## src/rtl/sd_cmd_bus_if_pkg.sv

```systemverilog
// rtl/sd_cmd_bus_if_pkg.sv - register map, status bit positions and bus FSM states
package sd_cmd_bus_if_pkg;

    localparam logic [6:0] ADR_ARG     = 7'h08;
    localparam logic [6:0] ADR_CMD     = 7'h0C;
    localparam logic [6:0] ADR_RESPCMD = 7'h10;
    localparam logic [6:0] ADR_RESP1   = 7'h14;
    localparam logic [6:0] ADR_RESP2   = 7'h18;
    localparam logic [6:0] ADR_RESP3   = 7'h1C;
    localparam logic [6:0] ADR_RESP4   = 7'h20;
    localparam logic [6:0] ADR_STA     = 7'h34;
    localparam logic [6:0] ADR_ICR     = 7'h38;
    localparam logic [6:0] ADR_MASK    = 7'h3C;

    localparam int STA_CCRCFAIL   = 0;
    localparam int STA_CTIMEOUT   = 2;
    localparam int STA_CMDREND    = 6;
    localparam int STA_CMDSENT    = 7;
    localparam int STA_CMDACT     = 11;
    localparam int STA_CMDBUSYERR = 31;

    localparam int CMD_CPSMEN   = 10;
    localparam int CMD_LONGRSP  = 7;
    localparam int CMD_WAITRESP = 6;

    // Writable CMD bits: CPSMEN, long/wait response and the 6-bit index
    localparam logic [31:0] CMD_WMASK = 32'h0000_04FF;

    // Status events that end an issued command
    localparam logic [31:0] DONE_MASK = (32'd1 << STA_CCRCFAIL) | (32'd1 << STA_CTIMEOUT) |
                                        (32'd1 << STA_CMDREND)  | (32'd1 << STA_CMDSENT);

    localparam logic [31:0] STICKY_MASK = DONE_MASK | (32'd1 << STA_CMDBUSYERR);

    typedef enum logic [2:0] {
        ST_IDLE,
        ST_LACK,
        ST_FREQ,
        ST_FWAIT,
        ST_FDONE
    } bus_state_e;

    function automatic logic is_fwd_adr(input logic [6:0] adr);
        return (adr == ADR_RESPCMD) || (adr == ADR_RESP1) || (adr == ADR_RESP2) ||
               (adr == ADR_RESP3)   || (adr == ADR_RESP4);
    endfunction

endpackage

```

## src/rtl/sd_cmd_bus_if_if.sv

```systemverilog
// rtl/sd_cmd_bus_if_if.sv - Wishbone classic bus bundle with master/slave views
interface sd_cmd_bus_if_if;

    logic        wb_cyc_i;
    logic        wb_stb_i;
    logic        wb_we_i;
    logic [6:0]  wb_adr_i;
    logic [31:0] wb_dat_i;
    logic [31:0] wb_dat_o;
    logic        wb_ack_o;
    logic        wb_err_o;

    modport master (
        output wb_cyc_i, wb_stb_i, wb_we_i, wb_adr_i, wb_dat_i,
        input  wb_dat_o, wb_ack_o, wb_err_o
    );

    modport slave (
        input  wb_cyc_i, wb_stb_i, wb_we_i, wb_adr_i, wb_dat_i,
        output wb_dat_o, wb_ack_o, wb_err_o
    );

endinterface

```

## src/rtl/sd_edge_sticky.sv

```systemverilog
// rtl/sd_edge_sticky.sv - per-bit rising-edge detect feeding sticky flags, set beats clear
module sd_edge_sticky
    import sd_cmd_bus_if_pkg::*;
#(
    parameter int             W      = 32,
    parameter logic [W-1:0]   STICKY = W'(STICKY_MASK)
) (
    input  logic         clk,
    input  logic         rst,
    input  logic [W-1:0] din,
    input  logic [W-1:0] set,
    input  logic [W-1:0] clr,
    output logic [W-1:0] rise,
    output logic [W-1:0] flags
);

    logic [W-1:0] prev;

    assign rise = din & ~prev;

    always_ff @(posedge clk) begin
        if (rst) begin
            prev  <= '0;
            flags <= '0;
        end else begin
            prev  <= din;
            // Clear first, then OR in new events so a same-cycle event survives
            flags <= ((flags & ~clr) | rise | set) & STICKY;
        end
    end

endmodule

```

## src/rtl/sd_cmd_bus_if.sv

```systemverilog
// rtl/sd_cmd_bus_if.sv - Wishbone register front end for the SD command path
module sd_cmd_bus_if
    import sd_cmd_bus_if_pkg::*;
#(
    parameter int FWD_TIMEOUT = 16
) (
    input  logic           sd_clk,
    input  logic           rst,
    sd_cmd_bus_if_if.slave wb,
    output logic [31:0]    sd_cmd,
    output logic [31:0]    sd_arg,
    input  logic [31:0]    sd_status,
    output logic [6:0]     adr_in,
    output logic           rd_wb,
    input  logic [31:0]    sd_reg,
    input  logic           ack_cpsm,
    output logic           irq_o
);

    localparam int CW = $clog2(FWD_TIMEOUT + 1);

    bus_state_e    state_q, state_d;
    logic [CW-1:0] cnt_q, cnt_d;
    logic          ack_d, err_d, rd_wb_d, capture;
    logic [6:0]    adr_d;

    logic [31:0] mask_q;
    logic        pending;
    logic        done_q;
    logic [31:0] rise, sta_flags, sta_view, icr_clr, rd_local;
    logic        wr_fire, cmd_wr, arg_wr, cmd_drop, arg_drop, busy_err;

    sd_edge_sticky #(.W(32), .STICKY(STICKY_MASK)) u_sticky (
        .clk   (sd_clk),
        .rst   (rst),
        .din   (sd_status),
        .set   ({busy_err, 31'b0}),
        .clr   (icr_clr),
        .rise  (rise),
        .flags (sta_flags)
    );

    // Register side effects land on the LACK edge, together with the ack
    assign wr_fire  = (state_q == ST_LACK) && wb.wb_cyc_i && wb.wb_stb_i && wb.wb_we_i;
    assign cmd_wr   = wr_fire && (wb.wb_adr_i == ADR_CMD);
    assign arg_wr   = wr_fire && (wb.wb_adr_i == ADR_ARG);
    assign cmd_drop = cmd_wr && (pending || (wb.wb_dat_i[CMD_CPSMEN] && sd_status[STA_CMDACT]));
    assign arg_drop = arg_wr && pending;
    assign busy_err = cmd_drop || arg_drop;
    assign icr_clr  = (wr_fire && (wb.wb_adr_i == ADR_ICR)) ? wb.wb_dat_i : 32'd0;

    always_comb begin
        sta_view             = sta_flags;
        sta_view[STA_CMDACT] = sd_status[STA_CMDACT];
    end

    always_comb begin
        rd_local = 32'd0;
        case (wb.wb_adr_i)
            ADR_ARG:  rd_local = sd_arg;
            ADR_CMD:  rd_local = sd_cmd;
            ADR_STA:  rd_local = sta_view;
            ADR_MASK: rd_local = mask_q;
            default:  rd_local = 32'd0;
        endcase
    end

    always_comb begin
        state_d = state_q;
        cnt_d   = cnt_q;
        ack_d   = 1'b0;
        err_d   = 1'b0;
        rd_wb_d = rd_wb;
        adr_d   = adr_in;
        capture = 1'b0;
        case (state_q)
            ST_IDLE: begin
                // A strobe still held right after a termination belongs to the finished cycle
                if (wb.wb_cyc_i && wb.wb_stb_i && !wb.wb_ack_o && !wb.wb_err_o) begin
                    if (!wb.wb_we_i && is_fwd_adr(wb.wb_adr_i)) state_d = ST_FREQ;
                    else                                         state_d = ST_LACK;
                end
            end
            ST_LACK: begin
                ack_d   = 1'b1;
                state_d = ST_IDLE;
            end
            ST_FREQ: begin
                adr_d   = wb.wb_adr_i;
                rd_wb_d = 1'b1;
                cnt_d   = '0;
                state_d = ST_FWAIT;
            end
            ST_FWAIT: begin
                if (ack_cpsm) begin
                    rd_wb_d = 1'b0;
                    capture = 1'b1;
                    state_d = ST_FDONE;
                end else if (cnt_q == CW'(FWD_TIMEOUT - 1)) begin
                    rd_wb_d = 1'b0;
                    err_d   = 1'b1;
                    state_d = ST_IDLE;
                end else begin
                    cnt_d = cnt_q + CW'(1);
                end
            end
            ST_FDONE: begin
                ack_d   = 1'b1;
                state_d = ST_IDLE;
            end
            default: state_d = ST_IDLE;
        endcase
    end

    always_ff @(posedge sd_clk) begin
        if (rst) begin
            state_q     <= ST_IDLE;
            cnt_q       <= '0;
            wb.wb_ack_o <= 1'b0;
            wb.wb_err_o <= 1'b0;
            wb.wb_dat_o <= 32'd0;
            rd_wb       <= 1'b0;
            adr_in      <= 7'd0;
        end else begin
            state_q     <= state_d;
            cnt_q       <= cnt_d;
            wb.wb_ack_o <= ack_d;
            wb.wb_err_o <= err_d;
            rd_wb       <= rd_wb_d;
            adr_in      <= adr_d;
            if (capture)
                wb.wb_dat_o <= sd_reg;
            else if (state_q == ST_LACK && !wb.wb_we_i)
                wb.wb_dat_o <= rd_local;
        end
    end

    always_ff @(posedge sd_clk) begin
        if (rst) begin
            sd_cmd  <= 32'd0;
            sd_arg  <= 32'd0;
            mask_q  <= 32'd0;
            pending <= 1'b0;
            done_q  <= 1'b0;
            irq_o   <= 1'b0;
        end else begin
            done_q <= pending && |(rise & DONE_MASK);
            irq_o  <= |(sta_view & mask_q);
            if (arg_wr && !arg_drop)
                sd_arg <= wb.wb_dat_i;
            if (wr_fire && (wb.wb_adr_i == ADR_MASK))
                mask_q <= wb.wb_dat_i;
            // Dropping CPSMEN once the command ends keeps the adapter from re-issuing it
            if (done_q) begin
                sd_cmd[CMD_CPSMEN] <= 1'b0;
                pending            <= 1'b0;
            end else if (cmd_wr && !cmd_drop) begin
                sd_cmd  <= wb.wb_dat_i & CMD_WMASK;
                pending <= wb.wb_dat_i[CMD_CPSMEN];
            end
        end
    end

endmodule

```

## src/flat_wrapper.sv

```systemverilog
// flat-port wrapper written by rule: the top's interface ports become plain ports
module sd_cmd_bus_if_flat import sd_cmd_bus_if_pkg::*;
#(
    parameter int FWD_TIMEOUT = 16
)
  (sd_clk, rst, sd_cmd, sd_arg, sd_status, adr_in, rd_wb, sd_reg, ack_cpsm, irq_o, wb_wb_cyc_i, wb_wb_stb_i, wb_wb_we_i, wb_wb_adr_i, wb_wb_dat_i, wb_wb_dat_o, wb_wb_ack_o, wb_wb_err_o);
  sd_cmd_bus_if_if wb_i ();
  input  logic sd_clk;
  input  logic rst;
  output logic [31:0] sd_cmd;
  output logic [31:0] sd_arg;
  input  logic [31:0] sd_status;
  output logic [6:0] adr_in;
  output logic rd_wb;
  input  logic [31:0] sd_reg;
  input  logic ack_cpsm;
  output logic irq_o;
  input wire logic [$bits(wb_i.wb_cyc_i)-1:0] wb_wb_cyc_i;
  input wire logic [$bits(wb_i.wb_stb_i)-1:0] wb_wb_stb_i;
  input wire logic [$bits(wb_i.wb_we_i)-1:0] wb_wb_we_i;
  input wire logic [$bits(wb_i.wb_adr_i)-1:0] wb_wb_adr_i;
  input wire logic [$bits(wb_i.wb_dat_i)-1:0] wb_wb_dat_i;
  output wire logic [$bits(wb_i.wb_dat_o)-1:0] wb_wb_dat_o;
  output wire logic [$bits(wb_i.wb_ack_o)-1:0] wb_wb_ack_o;
  output wire logic [$bits(wb_i.wb_err_o)-1:0] wb_wb_err_o;
  assign wb_i.wb_cyc_i = wb_wb_cyc_i;
  assign wb_i.wb_stb_i = wb_wb_stb_i;
  assign wb_i.wb_we_i = wb_wb_we_i;
  assign wb_i.wb_adr_i = wb_wb_adr_i;
  assign wb_i.wb_dat_i = wb_wb_dat_i;
  assign wb_wb_dat_o = wb_i.wb_dat_o;
  assign wb_wb_ack_o = wb_i.wb_ack_o;
  assign wb_wb_err_o = wb_i.wb_err_o;
  sd_cmd_bus_if #(.FWD_TIMEOUT(FWD_TIMEOUT)) u_core (.sd_clk(sd_clk), .rst(rst), .wb(wb_i), .sd_cmd(sd_cmd), .sd_arg(sd_arg), .sd_status(sd_status), .adr_in(adr_in), .rd_wb(rd_wb), .sd_reg(sd_reg), .ack_cpsm(ack_cpsm), .irq_o(irq_o));
endmodule
```

## config.mk

```make
export PLATFORM = sky130hd
export DESIGN_NAME = sd_cmd_bus_if_flat
export DESIGN_NICKNAME = d
export VERILOG_FILES = /design/src/rtl/sd_cmd_bus_if_pkg.sv /design/src/rtl/sd_cmd_bus_if_if.sv /design/src/rtl/sd_edge_sticky.sv /design/src/rtl/sd_cmd_bus_if.sv /design/src/flat_wrapper.sv
export SDC_FILE = /design/constraint.sdc
export NUM_CORES = 1
export LEC_CHECK = 0
export ABC_AREA = 1
export CORE_MARGIN = 2
export CORE_UTILIZATION = 59
export CTS_BUF_LIST = sky130_fd_sc_hd__clkbuf_8
export CTS_CLUSTER_DIAMETER = 60
export DETAILED_ROUTE_END_ITERATION = 12
export DONT_BUFFER_PORTS = 1
export PLACE_DENSITY = 0.78
export SYNTH_ARGS = -nofsm -noshare
export SYNTH_HDL_FRONTEND = slang
export SYNTH_SLANG_ARGS = --single-unit
export TNS_END_PERCENT = 20
```

## constraint.sdc

```tcl
create_clock -name sd_clk -period 1.4 [get_ports sd_clk]
set_input_delay 0.14 -clock sd_clk [delete_from_list [all_inputs] [get_ports sd_clk]]
set_output_delay 0.14 -clock sd_clk [all_outputs]
set_load 0.02 [all_outputs]
```

# Yosys cells after proc, flatten, opt, wreduce, memory -nomap -nowiden
# Index checks and enable logic that the tools add are counted.
# classes
addsub,1
n_eq_ne,19
muxes,19
n_bitwise,9
reduce_logical,41
# ops
cell,count
one-hot mux 32 bit (4 select lines),1
bitwise AND 32 bit,3
two-way mux 32 bit,3
inverter 32 bit,2
bitwise OR 32 bit,2
OR reduction 32 bit,1
"== test 7 x 5 -> 1 bit, second input constant",4
"== test 7 x 6 -> 1 bit, second input constant",4
logical AND 1 bit,18
"== test 7 x 4 -> 1 bit, second input constant",2
two-way mux 5 bit,2
one-hot mux 5 bit (2 select lines),1
two-way mux 3 bit,3
one-hot mux 3 bit (3 select lines),1
"== test 3 x 2 -> 1 bit, second input constant",2
logical OR 1 bit,6
two-way mux 1 bit,6
AND reduction 2 bit,3
"adder 5 x 1 -> 5 bit, second input constant",1
"== test 5 x 4 -> 1 bit, second input constant",1
zero test 1 bit,5
"inequality test 2 bit, second input constant",2
nonzero test 2 bit,2
OR reduction 2 bit,2
11 further kinds,12
# word_totals
ff_bits,189
in_bits,109
output_inout_bits,107
word_cells,105

# Logic depth before layout (Yosys ltp)
# Gate-level depths: netlist of the first run.
# depth
word_depth,10
mapped_depth,10
mapped_depth_nobuf,10

# Modules after synthesis
# From an unflattened synthesis of the first run, not the netlist that was laid out.
# hier_totals
cells_unflattened,1167
hier_area_um2,7862.5
# modules_own_cells
module,instances,cells_per_inst,area_each_um2,seq_area_each_um2
sd_cmd_bus_if,1,961,6344.8,2502.4
sd_edge_sticky,1,206,1517.7,740.7

# Worst setup path after synthesis of the first run
# Ideal clock, no wire load.
# synth_timing
kind,register to register
start,reg u_core.cnt_q[0]
end,reg u_core.cnt_q[3]
setup_time_ns,0.080
arrival_time_ns,1.474
required_ns,1.320
setup_slack_ns,-0.154
path_stages_with_launch,11
n_path_buf,0
synth_period_minus_slack_ns,1.554
cell_sequence,dfxtp_1 > ha_1 > inv_1 > nor3_1 > ha_1 > nor2_1 > o21bai_2 > nor2_1 > nand2_1 > nand2_1 > nor3b_1
# synth_between
elab_chain_cells,4
word_cells_on_any_way,7
cone_classes,add/sub: 1; eq/ne: 2; mux: 3; reduce/logical: 1
# synth_rtl
element,line,text
"start, declared",sd_cmd_bus_if.sv:23,"logic [CW-1:0] cnt_q, cnt_d;"
"start signal, assigned",sd_cmd_bus_if.sv:126,cnt_q <= cnt_d;
adder 5 x 1 -> 5 bit,sd_cmd_bus_if.sv:104,cnt_d = cnt_q + CW'(1);
two-way mux 5 bit,sd_cmd_bus_if.sv:99,end else if (cnt_q == CW'(FWD_TIMEOUT - 1)) begin
two-way mux 5 bit,sd_cmd_bus_if.sv:95,if (ack_cpsm) begin
one-hot mux 5 bit (2 select lines),sd_cmd_bus_if.sv:76,case (state_q)
# Several ways; a longest one is shown, not always the timed one. The select of a mux whose other input is x is not followed.
# A chain may end at the register's enable or synchronous reset.

# Worst setup path in the final report of the first run
# layout_timing
start,reg u_core.cnt_q[2]
end,reg u_core.cnt_q[3]
# The elaborated chain is that of the path after synthesis.

==> run summary, run 1 <==
Port Buffers: 0
Ys flop type: dfxtp_1
Sequential fraction of the synthesis area: 43.3%
Startpoint Class: register
Fin Hold WS: -0.238 ns
Worst reg2reg path startpoint: u_core.cnt_q[2]
Status: complete, but fails checks
Drt total wl: 20.0 mm
Clock-pin slew on the worst setup and hold paths: 0.08 ns
CTS Buf Count: 17
Hold crit path type: primary input to register
Remaining DRCs: 0
Synth async-reset ratio: 0%
Hold EP: u_core.wb.wb_err_o
First-pass GRT wire length: 29.0 mm
EDFF count, synth: 0
Cell area power density: 1040 nW/um2
R2R depth: 9
Area share of the largest cell type after synthesis: 43.3%
Max-slew violation count: 0
Area added between synthesis and finish: 32.9%
Core area: 10,300 um2
Crit path from: u_core.cnt_q[2]
Hpwl dp: 11.5 mm
Cell variety after synth: 35
Antenna diode count: 0
Commonest non-fill, non-tap cell in the layout: nand2_1
Root Buffer: clkbuf_8
Maximum clock insertion buffer count: 2
Post-synthesis register bit count: 135
Worst R2R End: u_core.cnt_q[3]
Post-layout util: 80.6%
R2r setup slk: -0.10 ns
Drt first pass iters: 6
IO Pins: 216
CTS tree: done
Die Y: 107 um
Drt wl/cell: 17.3 um
Kind of critical path: register to register
Remaining antenna violation count: 0
Main area contributors after synthesis: dfxtp_1 (43%), nand2_1 (11%), nand3_1 (7.9%)
Nets: 1,123
Setup ws final: -0.101 ns
Failing checks: negative hold slack, negative setup slack
Sink Count: 135
Number of global-route vias before repair: 6,188
Starting density of the core: 60.7%
Worst Hold Depth: 1
Gr usage total: 32.4%
RD Place Congestion: 0.910
Synthesized area: 6240 um2
Crit end category: register
PnR Total Power: 0.00864 W
Most frequent cells in the layout: nand2_1 (172), dfxtp_1 (130), nor2_1 (116), nand3_1 (95), inv_1 (88)
Leak Pwr: 3.39 nW
Hold_sp: ack_cpsm
Cell Area, Placed: 6490 um2
Maximum vdd drop: 0.865 mV
Max FO, Critical Path: 4
Tmin final: 1.50 ns
Max cap viols: 0
Die X-Extent: 107 um
Die area: 11,400 um2
Syn Inst Count: 903
Initial antenna violation count: 0
Post-CTS Hold Buffers: 83
Grt total ovfl: 0
Finished Cell Area: 8290 um2
Number of vias in the routed layout: 6,572
Clock Latency Late Sink: 0.45 ns
Fin crit share: 107%
RSZ-0062 raised after global routing: yes
Setup Viol. Count Final: 37
Via-to-Cell Ratio: 5.66
Num rows: 37
Max Clock Skew: 0.00935 ns
Final-layout fill cell count: 661
Hold Violations, Final: 3
FMAX: 666 MHz
Largest net degree at the start of global routing: 60
Syn_area_per_cell: 6.91 um2
Ratio of cells with drive above 1 in the final layout: 16.8%
Post-synth top area cell: dfxtp_1
WP data required: 1.75 ns
CP Data Arrival Time: 1.85 ns
YS warnings: 0
Clock H-tree levels: 4
DRT iter0 DRCs: 699
## repair_timing
action                                  4_1_cts  5_1_grt
resized for setup                            27       75
endpoints found under the setup margin       93      107
buffers inserted                              3        2
hold endpoints to repair                    133        4
pin swaps                                    10       28
gates cloned                                  3        5
## sequential cells by signal (all words and copies together) (netlist names), 3 cells and up
| signal | count |
|---|---|
| u_core.u_sticky.flags | 5 |
| u_core.sd_cmd | 8 |
| u_core.state_q | 3 |
| u_core.cnt_q | 5 |
| u_core.mask_q | 32 |
| u_core.wb.wb_dat_o | 32 |
| u_core.u_sticky.prev | 5 |
| u_core.sd_arg | 32 |
| u_core.adr_in | 7 |
## worst max-delay path by stage
| stage | slack [ns] | cells past startpoint | to |
|---|---|---|---|
| 2_1_floorplan | -0.11 | 10 | u_core.cnt_q[3] |
| 3_3_place_gp | -0.10 | 10 | u_core.cnt_q[3] |
| 3_5_place_dp | -0.22 | 9 | u_core.cnt_q[2] |
| 4_1_cts | -0.17 | 10 | u_core.cnt_q[3] |
| 5_1_grt | -0.17 | 10 | u_core.cnt_q[3] |
| 6_report | -0.10 | 9 | u_core.cnt_q[3] |
## cell usage after synthesis, drive strengths merged (2+ instances only)
| cell type | instances |
|---|---|
| nand2 | 179 |
| dfxtp | 135 |
| nor2 | 128 |
| nand3 | 101 |
| inv | 98 |
| o21ai | 83 |
| a21oi | 80 |
| buf | 53 |
| clkbuf | 22 |
| nor3 | 4 |
| o211ai | 3 |
| a31oi | 2 |
| ha | 2 |
| nand4 | 2 |
| nor4 | 2 |
| or2 | 2 |
## per-stage QoR
step                      cells  setup slack, ns  TNS, ns  hold WS (ns)
final                      1161           -0.101    -1.26        -0.238
after global routing       1161           -0.175    -5.21        -0.264
after CTS                  1154           -0.175    -1.36        -0.250
after detailed placement   1033           -0.225    -2.35         0.217
after global placement     1033           -0.102   -0.244         0.216
after floorplan             925           -0.106   -0.117         0.216
## critical path, cell delays in order (launching register included)
cell,delay [ns]
dfxtp_1,0.38
inv_1,0.10
nor3_4,0.24
ha_4,0.19
nor2_4,0.05
o21bai_4,0.13
nor2_2,0.05
nand2_1,0.07
nand2_1,0.05
nor3b_2,0.14
## power by group
part	internal, W	switching [W]	total [W]
logic	0.000485	0.000666	0.00115
clock network	0.00179	0.00153	0.00331
registers	0.00397	0.000206	0.00417
total	0.00624	0.00240	0.00864
## layer usage
layer,up-vias,share of wire [%],global-route usage (%)
li1,3069,-,-
met5,-,0,0
met4,0,3.4,14.5
met3,80,8.1,9.79
met1,3033,40,38.3
met2,390,48,54.4
## cells by family after synthesis
family	after synthesis	synth area share, %
adders and majority gates	2	0.401
DFF	135	43.3
buffers and inverters	174	13.2
and+or+nand+nor	419	28.8
AOI/OAI and AO/OA	172	14.2
other	1	0.0601
## cell type report
cell class                 instances  area (um2)  share of cell area [%]
clock buffer                      18         248                    2.99
clock inverter                    14         160                    1.93
tap                              136         170                    2.05
inverter                          99         379                    4.57
multi-input combinational        617        3060                    37.0
timing repair buffer             142        1560                    18.8
sequential                       135        2710                    32.7
Power figures use the tool's default switching activity.
==> run 2: changes to the inputs <==
--- a/config.mk
+++ b/config.mk
@@ -6,7 +6,6 @@
 export NUM_CORES = 1
 export LEC_CHECK = 0
 export ABC_AREA = 1
-export CORE_MARGIN = 2
 export CORE_UTILIZATION = 59
 export CTS_BUF_LIST = sky130_fd_sc_hd__clkbuf_8
 export CTS_CLUSTER_DIAMETER = 60
==> run summary, run 2 (same netlist as run 1, synthesis figures left out) <==
Status: complete, but fails checks
Failing checks: negative hold slack, negative setup slack
Largest net degree at the start of global routing: 52 (-13%)
Number of global-route vias before repair: 5,901 (-4.6%)
Startpoint Class: register
Core area: 10,300 um2 (unchanged)
Sink Count: 135 (unchanged)
Max cap viols: 0 (unchanged)
Largest stage delay, worst path: 0.36 ns (-0.02 ns)
Crit end category: register
IO Pins: 216 (unchanged)
Tmin final: 1.55 ns (+0.0479 ns)
Worst Hold Depth: 1 (unchanged)
Setup ws final: -0.149 ns (-0.0479 ns)
PnR Total Power: 0.00885 W (+2.5%)
Remaining DRCs: 0 (unchanged)
R2R depth: 10 (+1)
Fin Hold WS: -0.229 ns (+0.00960 ns)
Die area: 11,000 um2 (-3.7%)
Register area: 2710 um2 (unchanged)
Maximum vdd drop: 0.937 mV (+8.4%)
Top cell family by delay on the critical path: simple AND/OR/NAND/NOR gates
Critical path's slowest cell: dfxtp_2
Clock H-tree levels: 4 (unchanged)
Ratio of cells with drive above 1 in the final layout: 19.4% (+2.6 points)
Die X-Extent: 105 um (-1.9%)
Hold_sp: ack_cpsm
Drt first pass iters: 7 (+1)
Cell Area, Placed: 6610 um2 (+1.8%)
Most frequent cells in the layout: nand2_1 (167), dfxtp_1 (130), nor2_1 (116), inv_1 (82), dlygate4sd3_1 (81)
Antenna diode count: 0 (unchanged)
Hold crit path type: primary input to register
Max Clock Skew: 0.00917 ns (-0.000185 ns)
Area added between synthesis and finish: 37.9%
WP data required: 1.74 ns (about the same)
RSZ-0062 raised after global routing: yes
Cell area power density: 1030 nW/um2 (-1.2%)
Clock-pin slew on the worst setup and hold paths: 0.07 ns (about the same)
Leak Pwr: 3.47 nW (+2.5%)
Hpwl dp: 11.4 mm (-0.77%)
Starting density of the core: 60.7% (unchanged)
Drt total wl: 21.2 mm (+5.9%)
Finished Cell Area: 8600 um2 (+3.8%)
Maximum clock insertion buffer count: 2 (unchanged)
CP Data Arrival Time: 1.89 ns (+0.04 ns)
Worst reg2reg path startpoint: u_core.cnt_q[1]
Via-to-Cell Ratio: 5.79 (+2.3%)
Worst path bufs/invs: 1 (unchanged)
Critical path cell sequence: ha_4 -> inv_2 -> nor3_4 -> ha_4 -> nor2_4 -> o21bai_4 -> nor2_2 -> nand2_1 -> nand2_1 -> nor3b_2
Grt total ovfl: 0 (unchanged)
Drt wl/cell: 18.1 um (+4.8%)
Root Buffer: clkbuf_8
Setup Viol. Count Final: 61 (+65%)
Worst R2R End: u_core.cnt_q[3]
DRT iter0 DRCs: 739 (+5.7%)
Fin crit share: 111% (+3.4 points)
Top Registers: u_core.mask_q: 32 flops, u_core.sd_arg: 32 flops, u_core.wb.wb_dat_o: 32 flops
Initial antenna violation count: 0 (unchanged)
Setup TNS: -3.02 ns (-1.76 ns)
Port Buffers: 0 (unchanged)
Area of the multi-input gates: 3190 um2 (+4.0%)
RD Place Congestion: 0.924 (+1.5%)
Hold EP: u_core.wb.wb_err_o
Final-layout fill cell count: 608 (-8.0%)
Clock Latency Late Sink: 0.45 ns (about the same)
First-pass GRT wire length: 28.1 mm (-3.2%)
Nets: 1,136 (+1.2%)
Die Y: 105 um (-1.9%)
Hold Violations, Final: 4 (+1)
FMAX: 646 MHz (-3.1%)
Num rows: 37 (unchanged)
Remaining antenna violation count: 0 (unchanged)
Max FO, Critical Path: 4 (unchanged)
Gr usage total: 32.3% (-0.17 points)
CTS tree: done
CTS Buf Count: 17 (unchanged)
Max-slew violation count: 0 (unchanged)
Commonest non-fill, non-tap cell in the layout: nand2_1
Kind of critical path: register to register
Number of vias in the routed layout: 6,791 (+3.3%)
R2r setup slk: -0.15 ns (-0.05 ns)
run 2: cell count changes in the layout (fill, tap and decap cells not counted), moves of 8 or more:
cell / before / now
a21oi_2: 20 / 12
o21ai_1: 29 / 49
a21oi_1: 59 / 68
nand3_2: 4 / 13
o21ai_0: 45 / 26
nand3_1: 95 / 80
run 2: repair_timing:
item / 4_1_cts / 5_1_grt
resized for setup: 19 / 128
endpoints found under the setup margin: 90 / 118
buffers inserted: 0 / 7
hold buffers: 81 / 1
endpoints found under the hold margin: 133 / 5
cloned: 0 / 13
pin swaps: 7 / 38
run 2: power by group:
group	leakage, nW	switching (W)	internal [W]
Clock	0.193	0.00155	0.00166
Combinational	2.19	0.000812	0.000662
Sequential	1.09	0.000208	0.00397
run 2: routing by layer:
| metal | vias up | track usage (%) | routed length, um |
|---|---|---|---|
| met3 | 131 | 8.98 | 2090 |
| met1 | 3114 | 38.4 | 8030 |
| met5 | - | 0 | 0 |
| met2 | 448 | 54.9 | 10100 |
| li1 | 3098 | - | - |
| met4 | 0 | 12.9 | 1020 |
run 2: how the worst max path moves through the flow:
| stage | slack [ns] | from | to | cells after the start |
|---|---|---|---|---|
| 3_5_place_dp | -0.26 | u_core.cnt_q[0] | u_core.cnt_q[3] | 10 |
| 6_report | -0.15 | u_core.cnt_q[1] | u_core.cnt_q[3] | 10 |
| 3_3_place_gp | -0.12 | u_core.cnt_q[0] | u_core.cnt_q[3] | 10 |
| 5_1_grt | -0.20 | u_core.state_q[2] | u_core.mask_q[16] | 8 |
| 4_1_cts | -0.20 | u_core.cnt_q[1] | u_core.cnt_q[3] | 10 |
| 2_1_floorplan | -0.11 | u_core.cnt_q[1] | u_core.cnt_q[3] | 10 |
run 2: final cells by class:
class                      count  share of cell area, %
clock inverter                12                   1.50
timing repair buffer         155                   20.3
tap                          136                   1.98
clock buffer                  19                   3.04
sequential                   135                   31.5
multi-input combinational    617                   37.0
inverter                      99                   4.58
run 2: stage by stage:
stage	worst slack [ns]	cells	hold WS, ns	util [%]
floorplan	-0.106	925	0.216	-
global route	-0.196	1173	-0.241	83.7
detailed placement	-0.262	1040	0.217	64.3
global placement	-0.116	1040	0.216	64.3
CTS	-0.202	1152	-0.231	76.6
finish	-0.149	1173	-0.229	83.7
run 2: worst reg2reg max path: cells and delay by family (launching register included):
| family | cells | cell delay [ns] |
|---|---|---|
| AO/OA/AOI/OAI | 1 | 0.14 |
| adder cells (fa/ha/maj) | 2 | 0.32 |
| buffers and inverters | 1 | 0.05 |
| flip-flops | 1 | 0.36 |
| AND/OR/NAND/NOR | 6 | 0.57 |
